<file path="config.mk">
export PLATFORM = sky130hd
export DESIGN_NAME = matrix_frame_loader
export DESIGN_NICKNAME = d
export VERILOG_FILES = /design/src/rtl/matrix_pkg.sv /design/src/rtl/loader_timeout.sv /design/src/rtl/matrix_frame_loader.sv
export SDC_FILE = /design/constraint.sdc
export NUM_CORES = 1
export LEC_CHECK = 0
export CORE_ASPECT_RATIO = 1.2
export CORE_MARGIN = 3
export CORE_UTILIZATION = 50
export CTS_CLUSTER_DIAMETER = 150
export CTS_CLUSTER_SIZE = 12
export DETAILED_ROUTE_END_ITERATION = 8
export PLACE_DENSITY = 0.75
export SYNTH_ARGS = -nofsm -noshare
export SYNTH_HDL_FRONTEND = slang
export SYNTH_SLANG_ARGS = --single-unit
</file>
<file path="constraint.sdc">
create_clock -name clock -period 4 [get_ports clock]
set_input_delay 1 -clock clock [delete_from_list [all_inputs] [get_ports clock]]
set_output_delay 1 -clock clock [all_outputs]
set_load 0.05 [all_outputs]
</file>
<file path="src/rtl/matrix_pkg.sv">
// Shared constants and state type for the 16x16 LED matrix frame path.
// Used by the frame loader, the scan driver and the benches.
package matrix_pkg;

  localparam int MAT_SIDE    = 16;
  localparam int MAT_BITS    = MAT_SIDE * MAT_SIDE;
  localparam int FRAME_BYTES = MAT_BITS / 8;
  localparam int COUNT_W     = $clog2(FRAME_BYTES);

  typedef enum logic [1:0] {
    IDLE = 2'd0,
    LOAD = 2'd1,
    PEND = 2'd2
  } loader_state_t;

endpackage

</file>
<file path="src/rtl/loader_timeout.sv">
// Idle-cycle counter for the frame loader: counts enabled cycles and flags the
// cycle in which the LIMIT-th consecutive enabled cycle completes.
module loader_timeout #(
  parameter int LIMIT = 1024
) (
  input  logic clock,
  input  logic reset,
  input  logic clear,
  input  logic enable,
  output logic terminal
);

  localparam int W = (LIMIT > 2) ? $clog2(LIMIT) : 1;
  localparam logic [W-1:0] LAST = W'(LIMIT - 1);

  logic [W-1:0] cnt_reg;
  logic [W-1:0] cnt_next;

  // Terminal fires while the counter sits at LIMIT-1, so the abort edge is
  // the LIMIT-th idle edge.
  assign terminal = enable && !clear && (cnt_reg == LAST);

  always_comb begin
    cnt_next = cnt_reg;
    if (clear || terminal) begin
      cnt_next = '0;
    end else if (enable) begin
      cnt_next = cnt_reg + 1'b1;
    end
  end

  always_ff @(posedge clock) begin
    if (reset) begin
      cnt_reg <= '0;
    end else begin
      cnt_reg <= cnt_next;
    end
  end

endmodule

</file>
<file path="src/rtl/matrix_frame_loader.sv">
// Byte-stream frame loader: assembles 32 bytes into a back buffer and commits
// it to mat on swap_ok. Optional idle abort under FRAME_LOADER_TIMEOUT_EN.
module matrix_frame_loader
  import matrix_pkg::*;
#(
  parameter int IDLE_TIMEOUT = 1024
) (
  input  logic               clock,
  input  logic               reset,
  input  logic [7:0]         in_data,
  input  logic               in_valid,
  input  logic               in_sof,
  output logic               in_ready,
  input  logic               swap_ok,
  output logic [0:MAT_BITS-1] mat,
  output logic               frame_done,
  output logic               frame_err
);

  localparam logic [COUNT_W-1:0] LAST_BYTE = COUNT_W'(FRAME_BYTES - 1);

  loader_state_t         state_reg, state_next;
  logic [COUNT_W-1:0]    count_reg, count_next;
  logic [0:MAT_BITS-1]   back_reg, back_next;
  logic [0:MAT_BITS-1]   mat_reg, mat_next;
  logic                  frame_done_reg, frame_done_next;
  logic                  frame_err_reg, frame_err_next;
  logic                  accept;
  logic                  timeout_hit;

  if (IDLE_TIMEOUT < 2) begin : g_bad_timeout
    $error("IDLE_TIMEOUT must be at least 2");
  end

  assign in_ready   = (state_reg != PEND);
  assign accept     = in_valid && in_ready;
  assign mat        = mat_reg;
  assign frame_done = frame_done_reg;
  assign frame_err  = frame_err_reg;

`ifdef FRAME_LOADER_TIMEOUT_EN
  loader_timeout #(
    .LIMIT (IDLE_TIMEOUT)
  ) u_timeout (
    .clock    (clock),
    .reset    (reset),
    .clear    (accept || (state_reg != LOAD)),
    .enable   (state_reg == LOAD),
    .terminal (timeout_hit)
  );
`else
  assign timeout_hit = 1'b0;
`endif

  always_comb begin
    state_next      = state_reg;
    count_next      = count_reg;
    back_next       = back_reg;
    mat_next        = mat_reg;
    frame_done_next = 1'b0;
    frame_err_next  = 1'b0;
    case (state_reg)
      IDLE: begin
        if (accept && in_sof) begin
          back_next[0 +: 8] = in_data;
          count_next        = COUNT_W'(1);
          state_next        = LOAD;
        end
      end
      LOAD: begin
        if (accept && in_sof) begin
          // Resync: the partial frame is abandoned and this byte restarts it.
          frame_err_next    = 1'b1;
          back_next[0 +: 8] = in_data;
          count_next        = COUNT_W'(1);
        end else if (accept) begin
          back_next[{count_reg, 3'b000} +: 8] = in_data;
          if (count_reg == LAST_BYTE) begin
            count_next = '0;
            state_next = PEND;
          end else begin
            count_next = count_reg + 1'b1;
          end
        end else if (timeout_hit) begin
          frame_err_next = 1'b1;
          count_next     = '0;
          state_next     = IDLE;
        end
      end
      PEND: begin
        if (swap_ok) begin
          mat_next        = back_reg;
          frame_done_next = 1'b1;
          state_next      = IDLE;
        end
      end
      default: state_next = IDLE;
    endcase
  end

  always_ff @(posedge clock) begin
    if (reset) begin
      state_reg      <= IDLE;
      count_reg      <= '0;
      back_reg       <= '0;
      mat_reg        <= '0;
      frame_done_reg <= 1'b0;
      frame_err_reg  <= 1'b0;
    end else begin
      state_reg      <= state_next;
      count_reg      <= count_next;
      back_reg       <= back_next;
      mat_reg        <= mat_next;
      frame_done_reg <= frame_done_next;
      frame_err_reg  <= frame_err_next;
    end
  end

endmodule

</file>
* Yosys cells after proc, flatten, opt, wreduce, memory -nomap -nowiden
Cells that the tools add are included.
** Storage, ports and cells
- Output and inout port bits :: 259
- Word-level logic and storage cells :: 53
- Bits in registers :: 521
** Operators by class
- Add/subtract/negate cells :: 2
- Equality and inequality tests :: 10
- Bitwise gates (word level) :: 4
- Mux-type cells :: 18
- Reduce and logical (&&, ||, !) cells :: 10
- Shifts and indexed selects :: 2
** Operators by type and width (number)
- variable shift 257 x 10 -> 256 bit (first input constant) :: 1
- indexed part select 257 x 10 -> 256 bit :: 1
- bitwise mux 256 bit :: 1
- 2-to-1 mux 256 bit :: 1
- 2-to-1 mux 5 bit :: 4
- 2-to-1 mux 8 bit :: 2
- one-hot mux 8 bit (2 select lines) :: 1
- inequality test 2 bit (second input constant) :: 6
- 2-to-1 mux 2 bit :: 5
- negator 9 -> 10 bit :: 1
- one-hot mux 5 bit (2 select lines) :: 1
- inverter 8 -> 9 bit :: 1
- one-hot mux 2 bit (3 select lines) :: 1
- AND reduction 3 bit :: 2
- adder 5 x 1 -> 5 bit (second input constant) :: 1
- == test 5 bit (second input constant) :: 1
- AND reduction 5 bit :: 1
- OR reduction 2 bit :: 2
- inequality test 3 bit (second input constant) :: 1
- inverter 1 bit :: 3
- == test 2 x 1 -> 1 bit (second input constant) :: 1
- == test 2 bit (second input constant) :: 1
- logical AND 1 bit :: 2
- logical NOT 2 bit :: 1
- other kinds (3) :: 4

* Logic depth before layout (Yosys ltp)
Gate-level depths: netlist of the first run.
- Depth in word-level cells :: 7
- Mapped depth :: 9
- Mapped depth without buffers :: 6

* Worst setup path before layout of the first run
Ideal clock, no wire load.
- Path type :: input to register
- Start point :: input port in_sof
- End point :: register back_reg[120] (netlist bit)
- Path buffers :: 1
- Stages on the path :: 5
- Data arrival time :: 2106 ps
- Path slack :: 1766 ps
- Cell sequence :: nand3b_1 buf_6 nor4_4 mux2i_1 nor2_1
** Between the ends
- Word-level cells in the longest chain between the ends :: 3
** Ends and longest elaborated chain
- start, declared :: line matrix_frame_loader.sv:12 : input logic in_sof,
- logical AND 1 bit :: line matrix_frame_loader.sv:71 : if (accept && in_sof) begin
- inverter 1 bit (no line)
- AND reduction 3 bit (no line)
- end signal, assigned :: line matrix_frame_loader.sv:112 : back_reg <= back_next;
- end, declared :: line matrix_frame_loader.sv:24 : logic [0:MAT_BITS-1] back_reg, back_next;
Every way passes these cells.
A chain may end at the register's enable or synchronous reset.

* Final worst setup path of the first run
- Start point :: register state_reg[1]
- End point :: output port in_ready
** Between the ends
- Word-level cells in the longest chain between the ends :: 1
** Ends and longest elaborated chain
- start, declared :: line matrix_frame_loader.sv:22 : loader_state_t state_reg, state_next;
- start signal, assigned :: line matrix_frame_loader.sv:110 : state_reg <= state_next;
- inequality test 2 bit :: line matrix_frame_loader.sv:35 : assign in_ready = (state_reg != PEND);
- end, declared :: line matrix_frame_loader.sv:13 : output logic in_ready,
Every way passes these cells.

==> results.md, run 1 <==
* Status: finished clean
* Initial core utilization at 50.9%
* Hold violation total from the final report at 0
* Horiz. Die Dim at 185 µm
* Via density at 5.32
* Synthesis-to-finish area growth at 22.2%
* Congestion Overflow GR at 0
* RSZ-0062 raised after global routing: false
* CP Max Fanout at 12
* CTS Buf Count at 49
* CTS tree: yes
* DR WL/cell at 17.6 µm
* Terminus of the critical flop-to-flop path: back_reg[25]$_SDFFE_PP0P_
* CTS clock-pin slew for the worst setup and hold paths at 0.06 ns
* Core Region at 38,000 µm²
* Startpoint Class: flop
* Worst slew pin tran at 1.27 ns
* Die area at 41,000 µm²
* First-pass GRT wire length at 77,500 µm
* DRC errors left at 0
* CTS Root Cell: clkbuf_16
* HP Class: flop to flop
* Initial DRT Pass Iterations at 5
* Synth Register Bits at 521
* Filler cells at 3,103
* Most frequent cells in the layout: nand2_1, dfxtp_1, clkdlybuf4s50_1
* Post-synth EDFFs at 0
* Syn Area/Cell at 9.14 µm²
* Cts hold-fix bufs at 0
* Setup crit end kind: output port
* Slew Limit Headroom at 15.6%
* Max Fclk at 0.302 GHz
* CTS max path bufs at 3
* PD cells at 400 nW/µm²
* Reported max-cap violation count at 0
* Worst vdd ir at 364 µV
* Seq/Total Area, Yosys at 54.0%
* Net Count, Synth at 2,132
* CP Class: flop to output port
* Total Neg Setup Slack at 0 ns
* YS warnings at 0
* DP HPWL at 33,100 µm
* Post-CTS setup buffer count at 0
* IO Count at 272
* Worst Path Required at 3.00 ns
* Reg-to-reg setup timing slack at 1.47 ns
* Post-DRT Antenna Nets at 0
* Antenna violations before repair at 4
* Largest net degree at the start of global routing at 297
* Die Ht at 221 µm
* Mapped Area at 19,300 µm²
* Drt total wl at 49,200 µm
* Clk_lat worst skew at 0.56 ns
* H-tree depth at 2
* Commonest non-fill, non-tap cell in the layout: nand2_1
* Mapped Cells at 2,112
* # rows at 78
* Post-synth cell types at 41
* Pwr Total at 9.45 mW
* GP Congestion at 0.885
* Total Routing Usage GR at 23.2%
* Number of port buffers at 271
* Pins over their slew limit at 0
* FF-to-FF Start: count_reg[2]$_SDFFE_PP0P_
* FFs w/ async S/R, synth at 0%
* # clock sinks at 521
* Final Setup Violations at 0
* Post-layout net count at 2,333
* Vias in the first global route at 14,643
* Data arrival time at the worst-slack endpoint at 2.31 ns
* Reg2Reg Depth at 5
* Fin crit period at 3.31 ns
* Initial DRC count at 948
* Ys flop type: dfxtp_1
* CTS resizes at 0
* Via Count at 14,871
* Critical path capture point: in_ready
* Static Leak at 8.44 nW
* Final Cycle Share at 82.9%
* Start point of the critical path: state_reg[1]$_SDFFE_PP0P_
* Clock Skew at 0.0205 ns
* Share of cells above drive strength 1 at 4.36%
routing by layer:
layer  GRT usage (%)  wire length (µm)
met4            8.18              1620
met1            29.8             21100
met5               0                27
met3            3.42              2270
met2            39.6             24200
synth_stat cells, types with 3 or more instances:
cell type	n	area share (%)
nand4b_1	3	0.14
buf_1	3	0.058
nor2_1	74	1.4
nor3_4	4	0.34
nor3_2	4	0.21
and2_1	17	0.55
mux2i_1	248	13
and3_1	4	0.13
nor3_1	3	0.078
and3b_1	3	0.14
clkbuf_1	80	1.6
nand2_1	574	11
nor4_4	4	0.44
a22o_1	8	0.36
nor2b_1	7	0.23
nor2_2	7	0.23
clkbuf_2	8	0.21
nand2b_1	190	6.2
buf_2	48	1.2
dfxtp_1	521	54
nand3_1	6	0.16
ha_1	7	0.45
a21oi_1	260	6.7
inv_1	6	0.12
worst min-delay path by stage:
stage	depth (start not counted)	start	slack [ns]	endpoint
2_1_floorplan	2	back_reg[250]$_SDFFE_PP0P_	0.43	mat[250]$_SDFFE_PP0P_
3_3_place_gp	2	back_reg[176]$_SDFFE_PP0P_	0.44	mat[176]$_SDFFE_PP0P_
3_5_place_dp	2	mat[34]$_SDFFE_PP0P_	0.45	mat[34]$_SDFFE_PP0P_
4_1_cts	2	mat[34]$_SDFFE_PP0P_	0.45	mat[34]$_SDFFE_PP0P_
5_1_grt	2	back_reg[165]$_SDFFE_PP0P_	0.47	mat[165]$_SDFFE_PP0P_
6_report	2	back_reg[74]$_SDFFE_PP0P_	0.45	mat[74]$_SDFFE_PP0P_
cells by family after synthesis:
family                     after synthesis  share of synthesized area, %
and+or+nand+nor                        913                          22.0
AOI/OAI and AO/OA                      276                          7.41
muxes                                  248                          12.9
buffers and inverters                  147                          3.28
DFF                                    521                          54.0
adders and majority gates                7                         0.454
where the power goes:
group	internal, mW	switching (mW)
clock	2.24	1.82
combinational	0.0601	0.131
sequential	5.20	0.00692
total	7.49	1.96
area by class of cell:
type	count	area (µm²)	area share (%)
clock buffers	51	1280	5.41
clock inverters	2	17.5	0.0742
flip-flops and latches	521	10400	44.2
repair buffers	291	2990	12.7
diodes	2	5.00	0.0212
well taps	480	601	2.54
inverters	6	22.5	0.0954
multi-input cells	1444	8250	35.0
worst max-delay path: stages, from the launching register on:
cell	delay [ns]
dfxtp_1	0.67
nand2b_1	0.25
clkdlybuf4s50_1	0.83
through the flow:
step | hold WS [ns] | utilization (%) | instance area, µm² | std cells | setup slack (ns)
6_report | 0.452 | 62.2 | 23600 | 2797 | 0.685
5_1_grt | 0.468 | 62.2 | 23600 | 2797 | 0.615
3_5_place_dp | 0.445 | 58.7 | 22300 | 2742 | 0.800
4_1_cts | 0.453 | 62.1 | 23600 | 2795 | 0.686
2_1_floorplan | 0.431 | - | 19300 | 2112 | 1.77
3_3_place_gp | 0.442 | 58.7 | 22300 | 2742 | 0.950
No activity file was read; power rests on OpenSTA's default activity.
==> inputs of run 2 (changes only) <==
Clock period 4 ns to 3.5 ns, I/O delays scaled along.
==> results.md, run 2 (synthesis gave the netlist of run 1 again) <==
* Largest net degree at the start of global routing at 158 (was 297)
* Slowest cell on crit path: clkdlybuf4s50_1 (unchanged)
* Clock Skew at 0.00910 ns (was 0.0205 ns)
* Max Fclk at 0.316 GHz
* Share of cells above drive strength 1 at 4.40% (was 4.36%)
* Most frequent cells in the layout: nand2_1, dfxtp_1, clkdlybuf4s50_1 (unchanged)
* Drt total wl at 49,000 µm (was 49,200 µm)
* Clk_lat worst skew at 0.56 ns (about the same)
* Via Count at 14,891 (was 14,871)
* Post-DRT Antenna Nets at 0 (unchanged)
* Initial DRT Pass Iterations at 6 (was 5)
* RSZ-0062 raised after global routing: false (unchanged)
* Number of port buffers at 271 (unchanged)
* Data arrival time at the worst-slack endpoint at 2.29 ns (was 2.31 ns)
* Filler cells at 3,120 (was 3,103)
* Die area at 41,000 µm² (unchanged)
* Reg area at 10,400 µm² (unchanged)
* Post-CTS setup buffer count at 0 (unchanged)
* PD cells at 454 nW/µm² (was 400 nW/µm²)
* Die Ht at 221 µm (unchanged)
* Core Region at 38,000 µm² (unchanged)
* Multi-input logic area at 8250 µm² (unchanged)
* Vias in the first global route at 14,516 (was 14,643)
* Via density at 5.32 (about the same)
* Setup crit end kind: output port (unchanged)
* Reported max-cap violation count at 0 (unchanged)
* Setup ws final at 0.335 ns (was 0.685 ns)
* GP Congestion at 0.852 (was 0.885)
* Initial core utilization at 50.9% (unchanged)
* Startpoint Class: flop (unchanged)
* IO Count at 272 (unchanged)
* DR WL/cell at 17.5 µm (was 17.6 µm)
* Initial DRC count at 1,003 (was 948)
* CTS tree: yes (unchanged)
* HP Class: flop to flop (unchanged)
* Status: finished clean (unchanged)
* Final Cycle Share at 90.4%
* Top delay family on crit path: buffers and inverters (unchanged)
* Buffers & Inverters on Critical Path at 1 (unchanged)
* Commonest non-fill, non-tap cell in the layout: nand2_1 (unchanged)
* DRC errors left at 0 (unchanged)
* CTS resizes at 0 (unchanged)
* DP HPWL at 32,700 µm (was 33,100 µm)
* Static Leak at 8.44 nW (about the same)
* Pins over their slew limit at 0 (unchanged)
* CTS max path bufs at 3 (unchanged)
* Total Neg Setup Slack at 0 ns (unchanged)
* Final Util at 62.0% (was 62.2%)
* DP Worst Slack at 0.298 ns (was 0.800 ns)
* H-tree depth at 2 (unchanged)
* Fin crit period at 3.16 ns
* Antenna violations before repair at 3 (was 4)
* Worst vdd ir at 396 µV (was 364 µV)
* Synthesis-to-finish area growth at 22.0% (was 22.2%)
* Congestion Overflow GR at 0 (unchanged)
* CTS Root Cell: clkbuf_16 (unchanged)
* Total Routing Usage GR at 23.2% (about the same)
* Post-layout net count at 2,337 (was 2,333)
* Worst Path Required at 2.62 ns (was 3.00 ns)
* CTS clock-pin slew for the worst setup and hold paths at 0.06 ns (about the same)
* CP Class: flop to output port (unchanged)
* CP Cell Sequence: nand2b_1 > clkdlybuf4s50_1 (unchanged)
* Reg-to-reg setup timing slack at 1.02 ns (was 1.47 ns)
* Worst slew pin tran at 0.956 ns (was 1.27 ns)
* Slew Limit Headroom at 36.2% (was 15.6%)
* Hold violation total from the final report at 0 (unchanged)
* CTS Buf Count at 49 (unchanged)
* Slowest cell delay on critical path at 0.82 ns (was 0.83 ns)
* # clock sinks at 521 (unchanged)
* Horiz. Die Dim at 185 µm (unchanged)
* # rows at 78 (unchanged)
* Final Setup Violations at 0 (unchanged)
* Cts hold-fix bufs at 0 (unchanged)
* CP Max Fanout at 12 (unchanged)
* First-pass GRT wire length at 77,700 µm (was 77,500 µm)
## run 2: cell types whose count changed in the layout (fill, tap and decap cells not counted)
cell and change:
clkbuf_16 -2, diode_2 -1, inv_6 -1, buf_12 -1, buf_4 +5
## run 2: worst paths after layout
path,startpoint,end,cells after the start
setup / recovery,state_reg[1]$_SDFFE_PP0P_,in_ready,2
hold / removal,mat[168]$_SDFFE_PP0P_,mat[168]$_SDFFE_PP0P_,2
setup reg to reg,count_reg[2]$_SDFFE_PP0P_,back_reg[249]$_SDFFE_PP0P_,5
hold reg to reg,mat[168]$_SDFFE_PP0P_,mat[168]$_SDFFE_PP0P_,2
## run 2: tightest hold or removal path, stage by stage (launching register included)
cell,delay (ns)
dfxtp_1,0.30
nand2_1,0.05
a21oi_1,0.05
## run 2: stage by stage
| stage | std cells | cell area, µm² | hold WS (ns) | power [mW] |
|---|---|---|---|---|
| detailed placement | 2746 | 22300 | 0.442 | 6.29 |
| global route | 2797 | 23600 | 0.469 | 11.0 |
| global placement | 2746 | 22300 | 0.437 | 6.29 |
| finish | 2797 | 23600 | 0.450 | 10.7 |
| CTS | 2796 | 23600 | 0.453 | 10.8 |
| floorplan | 2112 | 19300 | 0.431 | 6.23 |
## run 2: layout make-up
cell class,count,area share [%]
Antenna cell,1,0.0106
Clock buffer,49,5.21
Clock inverter,1,0.0372
Inverter,6,0.0956
Multi-Input combinational cell,1444,35.0
Sequential cell,521,44.3
Tap cell,480,2.55
Timing Repair Buffer,295,12.8
## run 2: power breakdown
part           switching (mW)  internal (mW)  leakage (nW)
combinational           0.150         0.0694          3.63
clock                    2.06           2.46         0.608
sequential            0.00849           5.94          4.20
total                    2.22           8.47          8.44
## run 2: layer usage
metal	part of all wire (%)	track usage (%)
met1	44	31.1
met2	48	38.2
met4	3.5	8.26
met5	0.055	0
met3	4.8	3.58
==> edit 1 (settings of run 2) <==
Change the package constant `MAT_SIDE` from 16 to 8.
--- a/src/rtl/matrix_pkg.sv
+++ b/src/rtl/matrix_pkg.sv
@@ -2,7 +2,7 @@
 // Used by the frame loader, the scan driver and the benches.
 package matrix_pkg;
 
-  localparam int MAT_SIDE    = 16;
+  localparam int MAT_SIDE    = 8;
   localparam int MAT_BITS    = MAT_SIDE * MAT_SIDE;
   localparam int FRAME_BYTES = MAT_BITS / 8;
   localparam int COUNT_W     = $clog2(FRAME_BYTES);
Ports: changed (resized mat); port bits go from 272 to 80. The function was not compared with the original's and may differ.
==> edit 1 against run 2 <==
Global-route usage fell by 1.2 points; area after synthesis fell by 73%; sequential cell count fell by 386; maximum frequency rose by 14%; utilization rose by 5.6 points; power fell by 66%; design area fell by 72%; register-to-register slack improved by 0.47 ns; setup slack improved by 0.38 ns; count of clock-buffer cells in the layout fell by 32; wire length fell by 75%.
==> edit 1: results (changes against run 2) <==
[cts]
cts_buffer_depth = 2  ; was 3
clkLatencyLatePin_ns = 0.42  ; was 0.56 ns
cts_max_level = 4  ; was 2

[logic_synthesis]
synth_cell_types = 38  ; was 41
synthCells = 563  ; was 2112
synth_nets = 582  ; was 2132
synth_common_cells = nand2_1, dfxtp_1, a21oi_1  ; unchanged

[layout]
seqCellArea_um2 = 2703  ; was 10430 µm²
comb.multi_input.count = 385  ; was 1444
nClkBuffers = 17  ; was 49
layout-drive-gt1-share_pct = 7.956  ; was 4.404%
final-clk-cell-share_pct = 9.860  ; was 5.243%
nonClkBufAreaFrac_pct = 12.82  ; was 12.78%
fill_cells = 776  ; was 3120
antenna_cells = 0  ; was 1
final_util_pct = 67.62  ; was 62.05%
nNetsFinal = 647  ; was 2337
n_all_inverters = 4  ; was 6

[global_routing]
antenna_found_initial = 0  ; was 3
grt_pass1_wl_mm = 19.96  ; was 77.67 mm
track_usage_pct = 22.03  ; was 23.24%
grt_max_degree = 74  ; was 158
grt_pass1_vias = 4087  ; was 14520

[floorplanning]
core_um2 = 9759  ; was 37960 µm²

[placement]
gp_congestion = 0.8628  ; was 0.8516
pre_cts_ws_ns = 0.7252  ; was 0.2981 ns
dp_hpwl_mm = 8.008  ; was 32.71 mm
port_buffers = 79  ; was 271

[worst_hold_path]
hold_end = mat[46]  ; was mat[168]

[drt]
wl_per_cell_um = 15.91  ; was 17.52 µm
vias_per_cell = 5.304  ; was 5.324
vias = 4052  ; was 14890

[power]
comb_power_share_pct = 2.8  ; was 2.1%
leakage_nw = 2.421  ; was 8.436 nW
p_int_mw = 2.851  ; was 8.465 mW
p_seq_mw = 1.55  ; was 5.95 mW
peakVddDrop_mv = 0.3692  ; was 0.3959 mV

[setup_path]
cp_max_fo = 11  ; was 12
crit_path_start = state_reg[0]  ; was state_reg[1]
worst_ep_arrival_time_ns = 1.91  ; was 2.29 ns
r2r_slack_ns = 1.49  ; was 1.02 ns

[sta]
fin_hold_ws_ns = 0.4499  ; was 0.4497 ns
max_freq_ghz = 0.3590  ; was 0.3160 GHz

[status]
status = finished clean  ; unchanged

==> edit 1: cell types whose count changed in the layout (fill, tap and decap cells not counted), sizes merged, moves of 17 or more <==
| cell | run 2 | this run |
|---|---|---|
| buf | 25 | 7 |
| and2 | 17 | 0 |
| nand2 | 574 | 154 |
| clkbuf | 49 | 17 |
| clkdlybuf4s50 | 270 | 78 |
| dfxtp | 521 | 135 |
| a21oi | 260 | 76 |
| mux2i | 248 | 40 |
| nand2b | 190 | 42 |
| nor2 | 81 | 4 |
==> edit 1: logic make-up (layout without fill, tap and decap cells) <==
kind of cell,after synthesis,in the layout,synth area share (%)
compound gates,107,107,12.15
buf+inv,43,121,4.181
mux,40,40,7.778
simple gates,232,232,21.92
flops,135,135,52.50
fa+ha+maj,6,6,1.458
==> edit 1: layer usage <==
metal,vias to the layer above,wire [µm],global-route usage (%)
met5,-,0,0
met4,0,347,11.02
met3,26,811,7.350
met2,130,5744,35.86
met1,1870,5254,26.28
li1,2026,-,-
==> edit 2 (settings of run 2) <==
Without the edit above. Put one more register stage on the output `frame_err`. The value now appears one clock later. The other outputs are not delayed to match.
--- a/src/rtl/matrix_frame_loader.sv
+++ b/src/rtl/matrix_frame_loader.sv
@@ -36,7 +36,9 @@
   assign accept     = in_valid && in_ready;
   assign mat        = mat_reg;
   assign frame_done = frame_done_reg;
-  assign frame_err  = frame_err_reg;
+  always_ff @(posedge clock) begin
+    frame_err <= frame_err_reg;
+  end
 
 `ifdef FRAME_LOADER_TIMEOUT_EN
   loader_timeout #(
Function: not settled (the Yosys comparison gave no result); the edit may change what the design does.
==> edit 2 against run 2 <==
Area after synthesis rose by 0.13%; critical endpoint unchanged; combinational power rose by 2%; highest routed layer is now met4; cell count rose by 0.14%; power rose by 1.3%; design area barely moved; wire length rose by 0.83%; sequential cell count rose by 1; setup slack got worse by 0.021 ns.
==> edit 2: results (changes against run 2) <==
[global_routing]
grt_pass1_vias = 14500  ; was 14520
grt_max_degree = 150  ; was 158
track_usage_pct = 23.41  ; was 23.24%
grt_pass1_wl_mm = 78.16  ; was 77.67 mm
antenna_found_initial = 0  ; was 3

[layout]
stdcell_count = 2801  ; was 2797
layout-drive-gt1-share_pct = 4.567  ; was 4.404%
antenna_cells = 0  ; was 1
nNetsFinal = 2339  ; was 2337
fill_cells = 3136  ; was 3120

[sta]
relSlewSlack_pct = 37.89  ; was 36.21%
setup_tns_ns = 0  ; unchanged
fin_skew_ns = 0.01235  ; was 0.009102 ns

[cts]
post-cts-setup-buffers = 0  ; unchanged
cts_max_level = 2  ; unchanged
cts-resized-gates = 0  ; unchanged
path_clk_slew_ns = 0.06  ; about the same
clkLatencyLatePin_ns = 0.56  ; about the same
cts_buffer_depth = 3  ; unchanged
cts_made_buffers = 49  ; unchanged
cts_root_buf = clkbuf_16  ; unchanged

[placement]
dpl_cell_area_um2 = 22280  ; was 22320 µm²
port_buffers = 271  ; unchanged
dp.cells = 2748  ; was 2746
dp_hpwl_mm = 32.78  ; was 32.71 mm
gp_congestion = 0.8123  ; was 0.8516
pre_cts_ws_ns = 0.4428  ; was 0.2981 ns

[worst_hold_path]
hold_path.class = reg2reg  ; unchanged

[drt]
first_pass_iters = 5  ; was 6
vias_per_cell = 5.292  ; was 5.324
drt-total-wl_mm = 49.40  ; was 48.99 mm
drt-initial-drc-count = 1061  ; was 1003

[logic_synthesis]
synth_cell_types = 41  ; unchanged
synth_common_cells = nand2_1, dfxtp_1, a21oi_1  ; unchanged
synthCells = 2113  ; was 2112
ys_seq_area_share_pct = 54.05  ; was 54.02%
async_flop_share_pct = 0  ; unchanged
yosysMostFrequentCell = nand2_1  ; unchanged
synth_area_leaders = dfxtp_1, mux2i_1, nand2_1  ; unchanged
synth-warning-count = 0  ; unchanged

[setup_path]
cp_max_fo = 12  ; unchanged
worst_ep_arrival_time_ns = 2.31  ; was 2.29 ns

[status]
status = finished clean  ; unchanged

[power]
leakage_nw = 8.450  ; was 8.436 nW
peakVddDrop_mv = 0.4493  ; was 0.3959 mV

-- edit 2: cell types whose count changed after synthesis --
cell      change
buf_2         +4
dfxtp_1       +1
clkbuf_1      -5
buf_1         +1
-- edit 2: kinds of logic after synthesis --
logic type | synth area share (%)
flops | 54.05
mux | 12.84
compound gates | 7.404
fa+ha+maj | 0.4530
buf+inv | 3.301
simple gates | 21.95
-- edit 2: final cells by class --
type / instances / area [µm²] / share of cell area, %
repair buffers: 296 / 2955 / 12.54
clock inverters: 2 / 17.52 / 0.07430
inverters: 6 / 22.52 / 0.09553
multi-input cells: 1444 / 8254 / 35.01
flip-flops and latches: 522 / 10450 / 44.32
well taps: 480 / 600.6 / 2.547
clock buffers: 51 / 1276 / 5.413
-- edit 2: worst paths after layout --
kind,startpoint,endpoint,slack [ns],cells after the start
setup / recovery,state_reg[1],in_ready,0.31,2
hold / removal,frame_err_reg,frame_err,0.32,0
setup reg to reg,count_reg[0],back_reg[1],0.95,6
hold reg to reg,frame_err_reg,frame_err,0.32,0
-- edit 2: per-layer routing --
metal | wire length (µm) | GRT usage, %
met5 | 0 | 0
met4 | 1178 | 6.295
met3 | 2852 | 4.193
met1 | 20760 | 30.19
met2 | 24610 | 40.30
-- edit 2: stage by stage --
stage               util (%)  hold slack, ns  power (mW)
CTS                    62.10          0.3244       10.91
finish                 62.10          0.3233       10.83
global route           62.10          0.3347       11.14
global placement       58.69          0.3154       6.311
floorplan                  -          0.3096       6.241
detailed placement     58.69          0.3143       6.312
-- edit 2: critical path: stages, from the launching register on --
cell,delay [ns]
dfxtp_1,0.69
nand2b_1,0.26
clkdlybuf4s50_1,0.79
-- edit 2: power breakdown --
group | internal [mW] | switching, mW
clock network | 2.55 | 2.09
registers | 5.95 | 0.00839
logic | 0.0713 | 0.154
total | 8.57 | 2.25
